===== src/rtl/lif_pkg.sv =====
// rtl/lif_pkg.sv - shared types and sizing helpers for the LIF frame sequencer
package lif_pkg;

  typedef enum logic [1:0] {ST_IDLE, ST_LOAD, ST_RUN} lif_state_e;

  function automatic int lif_inputs(input int n_stages);
    return 2 ** n_stages;
  endfunction

  // Frames narrower than a byte still occupy one LOAD cycle.
  function automatic int lif_bytes(input int n_stages);
    int b;
    b = (2 ** n_stages) / 8;
    return (b < 1) ? 1 : b;
  endfunction

  function automatic int lif_idx_w(input int n_stages);
    int b;
    b = lif_bytes(n_stages);
    return (b <= 1) ? 1 : $clog2(b);
  endfunction

  localparam int LIF_N_STAGES = 5;
  localparam int LIF_INPUTS   = lif_inputs(LIF_N_STAGES);
  localparam int LIF_BYTES    = lif_bytes(LIF_N_STAGES);
  localparam int LIF_IDX_W    = lif_idx_w(LIF_N_STAGES);

endpackage


===== src/rtl/lif_spike_counter.sv =====
// rtl/lif_spike_counter.sv - clear/enable counter holding the spikes of the last RUN phase
module lif_spike_counter #(
  parameter int W = 8
) (
  input  logic         clk,
  input  logic         rst_n,
  input  logic         clr_i,
  input  logic         en_i,
  output logic [W-1:0] count_o
);

  logic [W-1:0] count_q, count_d;

  always_comb begin
    count_d = count_q;
    if (clr_i) begin
      count_d = '0;
    end else if (en_i) begin
      count_d = count_q + 1'b1;
    end
  end

  always_ff @(posedge clk) begin
    if (!rst_n) begin
      count_q <= '0;
    end else begin
      count_q <= count_d;
    end
  end

  assign count_o = count_q;

endmodule


===== src/rtl/lif_frame_sequencer.sv =====
// rtl/lif_frame_sequencer.sv - serialises weight/input frames into the LIF neuron and runs integrate phases
module lif_frame_sequencer
  import lif_pkg::*;
#(
  parameter int N_STAGES = 5,
  parameter int STEP_W   = 8
) (
  input  logic                     clk,
  input  logic                     rst_n,
  input  logic                     s_valid,
  output logic                     s_ready,
  input  logic                     s_is_weights,
  input  logic [2**N_STAGES-1:0]   s_data,
  input  logic [STEP_W-1:0]        s_steps,
  output logic [7:0]               data_out,
  output logic                     load_weights,
  output logic                     run,
  input  logic                     spike,
  output logic                     busy,
  output logic                     done,
  output logic [STEP_W-1:0]        spike_count
);

  localparam int BYTES   = lif_bytes(N_STAGES);
  localparam int IDX_W   = lif_idx_w(N_STAGES);
  localparam int FRAME_W = 8 * BYTES;

  lif_state_e         state_q, state_d;
  logic [FRAME_W-1:0] frame_q, frame_d, frame_in;
  logic [STEP_W-1:0]  steps_q, steps_d;
  logic [IDX_W-1:0]   idx_q, idx_d;
  logic               is_w_q, is_w_d;
  logic [7:0]         data_out_q, data_out_d;
  logic               lw_q, lw_d, run_q, run_d, busy_q, busy_d, done_q, done_d;
  logic               accept;

  assign s_ready  = (state_q == ST_IDLE);
  assign accept   = s_valid && s_ready;
  assign frame_in = FRAME_W'(s_data);

  // Outputs are decoded from the next state so they appear registered in the cycle they describe;
  // frame_q holds only the bytes not yet presented, top byte next.
  always_comb begin
    state_d    = state_q;
    frame_d    = frame_q;
    steps_d    = steps_q;
    idx_d      = idx_q;
    is_w_d     = is_w_q;
    data_out_d = data_out_q;
    lw_d       = lw_q;
    run_d      = run_q;
    busy_d     = busy_q;
    done_d     = 1'b0;
    case (state_q)
      ST_IDLE: begin
        if (accept) begin
          state_d    = ST_LOAD;
          frame_d    = frame_in << 8;
          is_w_d     = s_is_weights;
          steps_d    = s_steps;
          idx_d      = IDX_W'(BYTES - 1);
          data_out_d = frame_in[FRAME_W-1 -: 8];
          lw_d       = s_is_weights;
          run_d      = 1'b0;
          busy_d     = 1'b1;
        end
      end
      ST_LOAD: begin
        if (idx_q != '0) begin
          idx_d      = idx_q - 1'b1;
          data_out_d = frame_q[FRAME_W-1 -: 8];
          frame_d    = frame_q << 8;
        end else begin
          data_out_d = 8'h00;
          lw_d       = 1'b0;
          run_d      = 1'b1;
          if (is_w_q || steps_q == '0) begin
            state_d = ST_IDLE;
            busy_d  = 1'b0;
            done_d  = 1'b1;
          end else begin
            state_d = ST_RUN;
          end
        end
      end
      ST_RUN: begin
        steps_d = steps_q - 1'b1;
        if (steps_q == STEP_W'(1)) begin
          state_d = ST_IDLE;
          busy_d  = 1'b0;
          done_d  = 1'b1;
        end
      end
      default: state_d = ST_IDLE;
    endcase
  end

  always_ff @(posedge clk) begin
    if (!rst_n) begin
      state_q    <= ST_IDLE;
      frame_q    <= '0;
      steps_q    <= '0;
      idx_q      <= '0;
      is_w_q     <= 1'b0;
      data_out_q <= 8'h00;
      lw_q       <= 1'b0;
      run_q      <= 1'b1;
      busy_q     <= 1'b0;
      done_q     <= 1'b0;
    end else begin
      state_q    <= state_d;
      frame_q    <= frame_d;
      steps_q    <= steps_d;
      idx_q      <= idx_d;
      is_w_q     <= is_w_d;
      data_out_q <= data_out_d;
      lw_q       <= lw_d;
      run_q      <= run_d;
      busy_q     <= busy_d;
      done_q     <= done_d;
    end
  end

  lif_spike_counter #(.W(STEP_W)) u_spike_counter (
    .clk     (clk),
    .rst_n   (rst_n),
    .clr_i   (accept && !s_is_weights),
    .en_i    ((state_q == ST_RUN) && spike),
    .count_o (spike_count)
  );

  assign data_out     = data_out_q;
  assign load_weights = lw_q;
  assign run          = run_q;
  assign busy         = busy_q;
  assign done         = done_q;

endmodule

===== config.mk =====
export PLATFORM = sky130hd
export DESIGN_NAME = lif_frame_sequencer
export DESIGN_NICKNAME = d
export VERILOG_FILES = /design/src/rtl/lif_pkg.sv /design/src/rtl/lif_spike_counter.sv /design/src/rtl/lif_frame_sequencer.sv
export SDC_FILE = /design/constraint.sdc
export NUM_CORES = 1
export LEC_CHECK = 0
export CAP_MARGIN = 40
export CORE_MARGIN = 3
export CORE_UTILIZATION = 30
export DETAILED_ROUTE_END_ITERATION = 8
export GPL_TIMING_DRIVEN = 1
export SETUP_SLACK_MARGIN = 0.1
export SLEW_MARGIN = 20
export SYNTH_ARGS = -nofsm -noshare
export SYNTH_HDL_FRONTEND = slang
export SYNTH_SLANG_ARGS = --single-unit

===== constraint.sdc =====
create_clock -name clk -period 1.7 [get_ports clk]
set_input_delay 0.255 -clock clk [delete_from_list [all_inputs] [get_ports clk]]
set_output_delay 0.255 -clock clk [all_outputs]
set_load 0.01 [all_outputs]

==> Yosys cells after proc, flatten, opt, wreduce, memory -nomap -nowiden <==
Cells that the tools add are included.
{ "op_classes": {"addsub": 3, "reduce_logical": 19, "muxes": 31, "n_bitwise": 1, "n_eq_ne": 8} }
{ "op_table": {"columns": ["operator", "count"], "rows": [
  ["two-way mux 32 bit", 2],
  ["case mux 32 bit (2 select lines)", 1],
  ["case mux 8 bit (2 select lines)", 2],
  ["two-way mux 8 bit", 3],
  ["two-way mux 2 bit", 6],
  ["two-way mux 1 bit", 11],
  ["AND reduction 3 bit", 3],
  ["adder 8 x 1 -> 8 bit, second input constant", 1],
  ["equality test 8 x 1 -> 1 bit, second input constant", 1],
  ["logical NOT 8 bit", 1],
  ["!= test 2 bit, second input constant", 4],
  ["subtractor 8 x 1 -> 8 bit, second input constant", 1],
  ["case mux 1 bit (2 select lines)", 3],
  ["case mux 2 bit (3 select lines)", 1],
  ["AND reduction 2 bit", 3],
  ["nonzero test 2 bit", 3],
  ["AND reduction 5 bit", 1],
  ["case mux 2 bit (2 select lines)", 1],
  ["logical AND 1 bit", 3],
  ["case mux 1 bit (3 select lines)", 1],
  ["nonzero test 3 bit", 1],
  ["equality test 2 x 1 -> 1 bit, second input constant", 1],
  ["equality test 2 bit, second input constant", 1],
  ["logical NOT 2 bit", 1],
  ["other kinds (6)", 6]
]} }
{ "word_totals": {"elab_cells": 73, "inputBits": 45, "ff_bits": 65, "output_inout_bits": 21} }

==> Logic depth before layout (Yosys ltp) <==
Gate-level depths: netlist (run 1).
{ "depth": {"depth_word": 5, "mapped_depth": 8, "depth_no_buf": 6} }

==> By module <==
A second synthesis (run 1) with hierarchy kept.
{ "hier_totals": {"hier_cells": 303, "area_unflattened_um2": 2761.4} }
{ "modules_own_cells": {"columns": ["module", "area_each_um2", "instances", "seq_area_each_um2", "cells_per_inst"], "rows": [
  ["lif_frame_sequencer", 2422.3, 1, 980.9, 265],
  ["lif_spike_counter", 339.1, 1, 160.2, 38]
]} }

==> Worst setup path before layout (run 1) <==
Ideal clock, no wire load.
{ "synth_path": {"path_type": "reg-to-reg", "start": "reg state_q[0]", "end": "reg data_out_q[1], in the netlist data_out[1]", "path_stages_with_launch": 9, "setup_ps": 128, "path_slack_ps": -112, "path_buffers": 2, "arrival_time_ps": 1684, "required_ps": 1572, "path_cell_list": "dfxtp_1 > inv_1 > ha_1 > buf_4 > mux2_1 > buf_2 > and3_1 > a221oi_1 > nor2_1"} }
{ "synth_between": {"elab_chain_cells": 4, "elab_cells_between_ends": 7, "cone_classes": "eq/ne: 2; mux: 1; reduce/logical: 4"} }
{ "synth_lines": {"columns": ["element", "line", "source"], "rows": [
  ["start, declared", "lif_frame_sequencer.sv:28", "lif_state_e state_q, state_d;"],
  ["start signal, assigned", "lif_frame_sequencer.sv:111", "state_q <= state_d;"],
  ["logical NOT 2 bit *", "lif_frame_sequencer.sv:37", "assign s_ready = (state_q == ST_IDLE);"],
  ["named net s_ready", "lif_frame_sequencer.sv:11", "output logic s_ready,"],
  ["logical AND 1 bit", "lif_frame_sequencer.sv:38", "assign accept = s_valid && s_ready;"],
  ["!= test 2 x 1 -> 1 bit (no source line)", null, null],
  ["AND reduction 2 bit (no source line)", null, null],
  ["end signal, assigned", "lif_frame_sequencer.sv:116", "data_out_q <= data_out_d;"],
  ["end, declared", "lif_frame_sequencer.sv:33", "logic [7:0] data_out_q, data_out_d;"]
]} }
The timed path passes the listed nets; every way through them passes the cells marked *.
A chain may end at the register's enable or synchronous reset.

==> Final worst setup path (run 1) <==
{ "layout_path": {"start": "reg state_q[1]", "end": "reg idx_q[0]"} }
{ "layout_between": {"elab_chain_cells": 4, "elab_cells_between_ends": 8, "cone_classes": "eq/ne: 3; mux: 1; reduce/logical: 4"} }
{ "layout_lines": {"columns": ["element", "line", "source"], "rows": [
  ["logical NOT 2 bit", "lif_frame_sequencer.sv:37, lif_frame_sequencer.sv:54", null],
  ["logical AND 1 bit", "lif_frame_sequencer.sv:38", null],
  ["!= test 2 x 1 -> 1 bit (no source line)", null, null],
  ["AND reduction 3 bit (no source line)", null, null],
  ["end signal, assigned", "lif_frame_sequencer.sv:114", "idx_q <= idx_d;"],
  ["end, declared", "lif_frame_sequencer.sv:31", "logic [IDX_W-1:0] idx_q, idx_d;"]
]} }
Several ways; a longest one is shown, not always the timed one.

==> flow_metrics.env, run 1 <==
export IMPL_clockRootBuffer="clkbuf_8"
export IMPL_wl_um=7450
export IMPL_grt_pass1_vias=2539
export IMPL_critPathLaunchType="flip-flop"
export IMPL_vias_per_cell=5.04
export IMPL_final_cells=509
export IMPL_avgSynthCellArea_sq_um=8.71
export IMPL_worst_slew_pin_slew_ns=0.394
export IMPL_power_density_mw_per_mm2=1550
export IMPL_grt_max_degree=44
export IMPL_cellLeakagePower_nw=1.52
export IMPL_max_freq_ghz=0.612
export IMPL_grt_pass1_wl_um=12000
export IMPL_num_io_pins=66
export IMPL_rsz0062_at_grt="yes"
export IMPL_status="complete, no violations"
export IMPL_clockBufferDepth=2
export IMPL_netlist_instances=307
export IMPL_post_drt_wl_per_cell_um=14.6
export IMPL_antenna_found_initial=0
export IMPL_setup_viol=0
export IMPL_seqCellArea_sq_mm=0.00114
export IMPL_synth_common_cells="dfxtp_1, nor2_1, a211oi_1"
export IMPL_track_usage_pct=14.7
export IMPL_cts_buffers=9
export IMPL_first_pass_iters=4
export IMPL_drt_iter0_markers=120
export IMPL_synth_area_leaders="dfxtp_1, nor2_1, mux2i_1, a211oi_1, ha_1"
export IMPL_path_class="reg -> reg"
export IMPL_die_y_um=100
export IMPL_cp_max_fo=17
export IMPL_multi_input_area_sq_mm=0.00162
export IMPL_io_buffers=65
export IMPL_min_period_over_period_pct=96.1
export IMPL_slew_headroom_pct=73.6
export IMPL_core_sq_mm=0.00842
export IMPL_ys_ff_latch=57
export IMPL_skew_ns=0.00928
export IMPL_holdWs_ns=0.480
export IMPL_synth_edf_count=0
export IMPL_path_clk_slew_ns=0.07
export IMPL_critPathCaptureType="flip-flop"
export IMPL_critPathArrivalTime_ns=1.88
export IMPL_ys_warnings_count=0
export IMPL_dr_total_vias=2566
export IMPL_synthArstFlopShare_pct=0
export IMPL_post_place_cells=487
export IMPL_finalCoreUtilization_pct=48.9
export IMPL_rows=33
export IMPL_yosys_area_top_type="dfxtp_1"
export IMPL_drv_cap=0
export IMPL_start_util_pct=31.8
export IMPL_drc=0
export IMPL_cts_sinks=57
export IMPL_drive_above_1_share_pct=23.5
export IMPL_fill_cells=839
export IMPL_finalHoldViolCount=0
export IMPL_worstSkewPairLatency_ns=0.34
export IMPL_gr_total_overflow=0
export IMPL_antenna_cells=0
export IMPL_yosys_most_used_dff="dfxtp_1"
export IMPL_slew_viol_final=0
export IMPL_synth_most_common_cell="dfxtp_1"
export IMPL_final_antenna_net_count=0
export IMPL_synth_nets=360
export IMPL_cp_required_ns=1.95
export IMPL_synth_top_area_share_pct=42.7
export IMPL_syn2layout_area_growth_pct=54.0
export IMPL_irDropWorstVdd_mv=0.606
export IMPL_synth_cell_area_sq_mm=0.00268
export IMPL_place_gp_congestion=0.773
export IMPL_htree_num_levels=3
export IMPL_die_w_um=100
export IMPL_ys_seq_area_share_pct=42.7
export IMPL_nNetsFinal=453
export IMPL_fin_crit_ns=1.63
export IMPL_die_area_sq_mm=0.0101
export IMPL_post_dp_hpwl_um=5130
export IMPL_hold_class="reg -> reg"
export IMPL_yosysUniqueCellTypes=46
export IMPL_cts_tree="yes"
-- placed cells by master, fill, tap and decap left out, drive strengths merged, types with 2 or more instances in the layout --
cell type and instances:
clkinv 3, nor3b 2, mux2 2, mux2i 18, nor2b 2, nand2 13, nor2 53, a21oi 20
a211oi 21, xnor2 3, inv 11, clkinvlp 3, o21ai 16, buf 32, nand3 9, nor3 2
dfxtp 57, nand2b 4, ha 8, a221oi 9, nand4 2, clkdlybuf4s50 64, a31oi 5, xor2 2
nor4 3, or3 2, and3 7, clkbuf 11, a22oi 8
-- where the power goes --
part	switching [mW]	total, mW	internal (mW)
Sequential	0.284	1.99	1.71
Combinational	1.56	3.27	1.71
Clock	0.565	1.12	0.554
Total	2.41	6.38	3.97
-- critical path, cell delays in order (launching register included) --
cell      delay [ns]
dfxtp_2         0.34
inv_2           0.04
buf_6           0.11
ha_4            0.19
mux2i_4         0.21
a21oi_4         0.19
buf_12          0.17
nor2_1          0.05
a211oi_1        0.23
-- layout make-up --
type / count / area share, %
multi-input cells: 222 / 39.4
repair buffers: 98 / 24.4
clock buffers: 10 / 3.34
well taps: 105 / 3.19
inverters: 12 / 1.09
flip-flops and latches: 57 / 27.8
clock inverters: 5 / 0.790
-- state kept, by name, summed over array words and instances, names as in the netlist, 2 cells and up --
name and count:
frame_q 24, idx_q 2, state_q 2, steps_q 8
data_out 8, u_spike_counter.count_o 8
-- timing repair --
action                                  CTS  global route
endpoints found under the setup margin   35            45
buffers inserted                          2             2
hold buffers                              0             0
cloned                                    1             2
gates resized for setup                   8            27
pin swaps                                 0             8
-- cells by family (layout without fill, tap and decap cells) --
kind of cell / count (synthesis) / in the layout / share of synthesized area [%]
AO/OA/AOI/OAI: 86 / 86 / 21.6
XOR/XNOR: 5 / 5 / 1.64
adder cells (fa/ha/maj): 8 / 8 / 3.74
buffers and inverters: 29 / 125 / 4.49
flip-flops: 57 / 57 / 42.7
multiplexers: 19 / 20 / 7.30
AND/OR/NAND/NOR: 103 / 103 / 18.6
-- through the flow --
step / setup slack, ns / power [mW] / setup TNS [ns] / cell area [sq um]
floorplan: 0.0934 / 3.70 / 0 / 2770
global placement: -0.170 / 4.65 / -0.838 / 3700
detailed placement: -0.240 / 4.71 / -2.25 / 3700
CTS: 0.0679 / 6.06 / 0 / 3950
global route: -0.0415 / 6.82 / -0.0415 / 4120
finish: 0.0671 / 6.38 / 0 / 4120
-- final timing paths --
kind / from / end / slack [ns] / cells past startpoint
max: state_q[1] / idx_q[0] / 0.07 / 8
min: idx_q[0] / idx_q[0] / 0.48 / 1
max reg2reg: state_q[1] / idx_q[0] / 0.07 / 8
min reg2reg: idx_q[0] / idx_q[0] / 0.48 / 1
-- routing by layer --
layer / vias to the layer above / track usage, % / share of wire, %
li1: 1297 / - / -
met1: 1209 / 19.5 / 46
met2: 49 / 23.5 / 48
met3: 11 / 2.43 / 3.6
met4: 0 / 6.42 / 2.1
met5: - / 0 / 0
Power figures use the tool's default switching activity.
==> inputs of run 2 (changes only) <==
Settings changed: CORE_MARGIN 3 to 2, SKIP_LAST_GASP set to 1.
==> run 2 against run 1 <==
Against the previous run: wire length grew 1.5%; largest cell class unchanged; non-clock buffer count grew 4; core utilization down 0.67 points; clock power rose by 14%; clock-buffer cell count up 1; worst setup slack gained 0.018 ns; clock skew rose by 0.0026 ns; global-route usage is 0.11 points lower; sequential share of layout area down 0.35 points; critical path type unchanged.
==> flow_metrics.env, run 2 (synthesized netlist as in run 1, its figures left out) <==
export IMPL_status="complete, no violations"
export IMPL_syn2layout_area_growth_pct=56.5
export IMPL_critPathLaunchType="flip-flop"
export IMPL_wl_um=7560
export IMPL_cp_required_ns=1.92
export IMPL_top_register="frame_q"
export IMPL_seqCellArea_sq_mm=0.00115
export IMPL_skew_ns=0.0119
export IMPL_start_util_pct=30.8
export IMPL_post_dp_hpwl_um=5100
export IMPL_critPathMaxStageDelay_ns=0.37
export IMPL_cts_tree="yes"
export IMPL_cellLeakagePower_nw=1.55
export IMPL_cts_buffers=9
export IMPL_finalHoldViolCount=0
export IMPL_critPathCaptureType="flip-flop"
export IMPL_path_class="reg -> reg"
export IMPL_min_period_over_period_pct=95.0
export IMPL_grt_pass1_vias=2436
export IMPL_rows=34
export IMPL_cp_max_fo=8
export IMPL_post_place_ws_ns=-0.209
export IMPL_worstSkewPairLatency_ns=0.34
export IMPL_setup_viol=0
export IMPL_slew_viol_final=0
export IMPL_path_clk_slew_ns=0.07
export IMPL_holdBufCountCts=0
export IMPL_rsz0062_at_grt="yes"
export IMPL_finalWorstSetupSlack_ns=0.0856
export IMPL_clockBufferDepth=2
export IMPL_final_antenna_net_count=0
export IMPL_path_cells="inv_4, ha_4, buf_6, mux2i_4, a21oi_4, buf_6, clkbuf_16, a211oi_1"
export IMPL_place_area_sq_mm=0.00368
export IMPL_final_common_cell="clkdlybuf4s50_1"
export IMPL_slew_headroom_pct=68.9
export IMPL_holdWs_ns=0.467
export IMPL_hold_class="reg -> reg"
export IMPL_htree_num_levels=3
export IMPL_track_usage_pct=14.6
export IMPL_io_buffers=65
export IMPL_drv_cap=0
export IMPL_worst_slew_pin_slew_ns=0.464
export IMPL_core_sq_mm=0.00868
export IMPL_largest_reg_flops=24
export IMPL_place_gp_congestion=0.833
export IMPL_cts_sinks=57
export IMPL_drc=0
export IMPL_report_power_total_mw=6.64
export IMPL_die_y_um=98.4
export IMPL_antenna_cells=0
export IMPL_dr_total_vias=2623
export IMPL_first_pass_iters=4
export IMPL_die_w_um=98.4
export IMPL_nNetsFinal=457
export IMPL_final_cells=517
export IMPL_grt_max_degree=34
export IMPL_post_drt_wl_per_cell_um=14.6
export IMPL_post_place_cells=489
export IMPL_clockRootBuffer="clkbuf_8"
export IMPL_cp_common_cell="buf_6"
export IMPL_power_density_mw_per_mm2=1590
export IMPL_fin_crit_ns=1.61
export IMPL_die_area_sq_mm=0.00969
export IMPL_final_cell_mix="clkdlybuf4s50_1, dfxtp_1, nor2_1"
export IMPL_vias_per_cell=5.07
export IMPL_irDropWorstVdd_mv=0.521
export IMPL_max_freq_ghz=0.619
export IMPL_critPathArrivalTime_ns=1.83
export IMPL_antenna_found_initial=0
export IMPL_multi_input_area_sq_mm=0.00165
export IMPL_drive_above_1_share_pct=25.7
export IMPL_grt_pass1_wl_um=11500
export IMPL_num_io_pins=66
export IMPL_fill_cells=834
export IMPL_design_area_sq_mm=0.00419
export IMPL_slowest_stage="dfxtp_2"
export IMPL_drt_iter0_markers=89
export IMPL_gr_total_overflow=0
run 2: cell types whose count changed in the layout (fill, tap and decap cells not counted), moves of 2 or more:
cell and delta:
and3_4 -2, nand2_2 -2, a211oi_1 -2, inv_4 +2
nor2_1 -5, inv_2 -2, and3_1 +2, nor2_2 +5
buf_4 +7, a211oi_2 +2
run 2: critical path, delay by kind of cell (launching register included):
kind / cells / cell delay (ns)
compound gates: 2 / 0.28
fa+ha+maj: 1 / 0.18
mux: 1 / 0.19
buf+inv: 4 / 0.49
flops: 1 / 0.37
run 2: final timing paths:
path | from | slack, ns | depth (start not counted) | endpoint
worst max-delay path | state_q[1] | 0.09 | 8 | frame_q[28]
worst min-delay path | busy | 0.47 | 2 | busy
worst max register to register | state_q[1] | 0.09 | 8 | frame_q[28]
worst min register to register | busy | 0.47 | 2 | busy
run 2: area by class of cell:
type | instances | area share, %
Sequential cell | 57 | 27.4
Tap cell | 108 | 3.23
Timing Repair Buffer | 102 | 24.1
Clock buffer | 11 | 3.38
Clock inverter | 5 | 1.32
Inverter | 12 | 1.20
Multi-Input combinational cell | 222 | 39.4
run 2: layer usage:
layer,global-route usage (%),part of all wire [%],vias up
met2,22.0,47,52
met3,3.76,3.6,14
li1,-,-,1313
met5,0,0,-
met4,6.85,2.2,0
met1,19.6,47,1244
run 2: report_power, final:
| group | leakage, nW | internal (mW) | total, mW | switching [mW] |
|---|---|---|---|---|
| clock network | 0.0953 | 0.712 | 1.28 | 0.564 |
| logic | 0.989 | 1.74 | 3.36 | 1.62 |
| registers | 0.471 | 1.71 | 2.00 | 0.291 |
| total | 1.55 | 4.17 | 6.64 | 2.47 |
run 2: metrics by stage:
step / setup TNS, ns / utilization [%]
3_3_place_gp: -1.44 / 42.5
6_report: 0 / 48.2
4_1_cts: 0 / 45.1
3_5_place_dp: -2.52 / 42.5
5_1_grt: 0 / 48.2
2_1_floorplan: 0 / -
run 2: timing repair:
| item | 4_1_cts | 5_1_grt |
|---|---|---|
| setup buffers | 3 | 5 |
| gates resized for setup | 7 | 36 |
| endpoints found under the setup margin | 39 | 46 |
| pin swaps | 2 | 13 |
| cloned | 0 | 4 |
==> inputs of run 3 (changes only) <==
Settings changed: PLACE_DENSITY set to 0.57, TNS_END_PERCENT set to 10.
==> run 3 against run 2 <==
Against the previous run: via count fell by 4.1%; sequential power about the same; core utilization fell by 2.4 points; highest routed layer unchanged; sequential share of layout area rose by 1.4 points; largest power group unchanged; critical path depth is 2 lower; worst setup slack better by 0.031 ns; worst hold slack better by 0.013 ns; register-to-register slack gained 0.03 ns; combinational power fell by 14%; sequential cell count unchanged; global-route usage fell by 0.098 points; die area did not move.
==> flow_metrics.env, run 3 (synthesized netlist as in run 1, its figures left out) <==
export IMPL_finalWorstSetupSlack_ns=0.117
export IMPL_finalCoreUtilization_pct=45.9
export IMPL_grt_pass1_wl_um=11200
export IMPL_fill_cells=875
export IMPL_critPathLaunchType="flip-flop"
export IMPL_cellLeakagePower_nw=1.49
export IMPL_power_density_mw_per_mm2=1510
export IMPL_die_area_sq_mm=0.00969
export IMPL_place_gp_congestion=0.845
export IMPL_setup_viol=0
export IMPL_seqCellArea_sq_mm=0.00115
export IMPL_rows=34
export IMPL_worstSkewPairLatency_ns=0.34
export IMPL_finalHoldViolCount=0
export IMPL_top_register="frame_q"
export IMPL_core_sq_mm=0.00868
export IMPL_vias_per_cell=4.91
export IMPL_max_freq_ghz=0.632
export IMPL_fin_crit_ns=1.58
export IMPL_cts_buffers=9
export IMPL_r2r_start="state_q[1]"
export IMPL_r2r_slack_ns=0.12
export IMPL_r2r_end="data_out[0]"
export IMPL_post_drt_wl_per_cell_um=14.0
export IMPL_multi_input_area_sq_mm=0.00154
export IMPL_grt_pass1_vias=2321
export IMPL_rsz0062_at_grt="yes"
export IMPL_path_cells="inv_2, ha_4, mux2_4, and3_1, a221oi_1, nor2_1"
export IMPL_final_antenna_net_count=0
export IMPL_slew_headroom_pct=70.3
export IMPL_min_path_cells=2
export IMPL_grt_max_degree=34
export IMPL_worst_slew_pin_slew_ns=0.444
export IMPL_post_place_ws_ns=-0.211
export IMPL_largest_reg_flops=24
export IMPL_drc=0
export IMPL_num_io_pins=66
export IMPL_post_dp_hpwl_um=5020
export IMPL_start_util_pct=30.8
export IMPL_nNetsFinal=452
export IMPL_drv_cap=0
export IMPL_drive_above_1_share_pct=20.0
export IMPL_min_period_over_period_pct=93.1
export IMPL_final_common_cell="clkdlybuf4s50_1"
export IMPL_final_cell_mix="clkdlybuf4s50_1, nor2_1, dfxtp_1"
export IMPL_cp_required_ns=1.93
export IMPL_crit_buf_inv=1
export IMPL_rr_worst_depth=6
export IMPL_design_area_sq_mm=0.00398
export IMPL_cts_sinks=57
export IMPL_critPathArrivalTime_ns=1.81
export IMPL_path_clk_slew_ns=0.07
export IMPL_critPathCaptureType="flip-flop"
export IMPL_first_pass_iters=4
export IMPL_cts_tree="yes"
export IMPL_clockRootBuffer="clkbuf_8"
export IMPL_min_to="idx_q[1]"
export IMPL_worstHoldStart="idx_q[1]"
export IMPL_clockBufferDepth=2
export IMPL_path_class="reg -> reg"
export IMPL_cp_max_fo=10
export IMPL_die_y_um=98.4
export IMPL_crit_family="multiplexers"
export IMPL_wl_um=7150
export IMPL_place_area_sq_mm=0.00370
export IMPL_gr_total_overflow=0
export IMPL_skew_ns=0.00928
export IMPL_antenna_found_initial=0
export IMPL_io_buffers=65
export IMPL_antenna_cells=0
export IMPL_track_usage_pct=14.5
export IMPL_slowest_stage="mux2_4"
export IMPL_critPathMaxStageDelay_ns=0.37
export IMPL_htree_num_levels=3
export IMPL_dr_total_vias=2516
export IMPL_syn2layout_area_growth_pct=48.8
export IMPL_die_w_um=98.4
export IMPL_slew_viol_final=0
export IMPL_status="complete, no violations"
export IMPL_hold_class="reg -> reg"
export IMPL_drt_iter0_markers=71
export IMPL_irDropWorstVdd_mv=0.529
run 3: cell count changes in the layout (fill, tap and decap cells not counted), sizes merged:
cell      previous run  this run
mux2                 2         1
clkbuf              13        12
bufinv               1         0
clkinvlp             2         1
clkinv               3         5
buf                 35        32
run 3: worst register-to-register path: cells and delay by family (launching register included):
family | cells | cell delay, ns
multiplexers | 1 | 0.38
flip-flops | 1 | 0.33
AND/OR/NAND/NOR | 2 | 0.25
adder cells (fa/ha/maj) | 1 | 0.23
AO/OA/AOI/OAI | 1 | 0.20
buffers and inverters | 1 | 0.09
run 3: power by group:
part | internal [mW] | switching, mW | total (mW) | leakage, nW
Sequential | 1.71 | 0.272 | 1.99 | 0.470
Clock | 0.563 | 0.562 | 1.13 | 0.0891
Combinational | 1.47 | 1.43 | 2.90 | 0.934
run 3: per-stage QoR:
step                      TNS [ns]  power [mW]  instances  hold slack (ns)
after floorplan                  0        3.69        307            0.399
after global placement       -1.16        4.66        492            0.453
after detailed placement     -1.73        4.69        492            0.459
after CTS                        0        5.83        508            0.474
after global routing             0        6.46        512            0.509
final                            0        6.01        512            0.480
run 3: layer usage:
layer / track usage (%) / routed length, um
met1: 20.1 / 3420
met2: 21.7 / 3350
met3: 4.18 / 303
met4: 5.06 / 78
met5: 0 / 0
run 3: timing repair:
item / in CTS / in global routing
gates cloned: 0 / 1
setup buffers: 0 / 3
setup endpoints to repair: 38 / 50
pin swaps: 0 / 3
gates resized for setup: 2 / 15
hold buffers: 0 / 0
run 3: cell type report:
type	instances	share of cell area [%]
multi-input cells	221	38.6
flip-flops and latches	57	28.9
clock buffers	11	3.55
clock inverters	5	0.786
repair buffers	98	23.7
well taps	108	3.40
inverters	12	1.13
run 3: worst max path at each step:
| stage | cells after the start | slack, ns | to | start |
|---|---|---|---|---|
| after floorplan | 8 | 0.09 | frame_q[24] | state_q[1] |
| after global placement | 5 | -0.18 | data_out[0] | s_valid |
| after detailed placement | 5 | -0.21 | data_out[0] | s_valid |
| after CTS | 6 | 0.004 | frame_q[25] | state_q[1] |
| after global routing | 4 | 0.02 | busy | steps_q[3] |
| final | 6 | 0.12 | data_out[0] | state_q[1] |
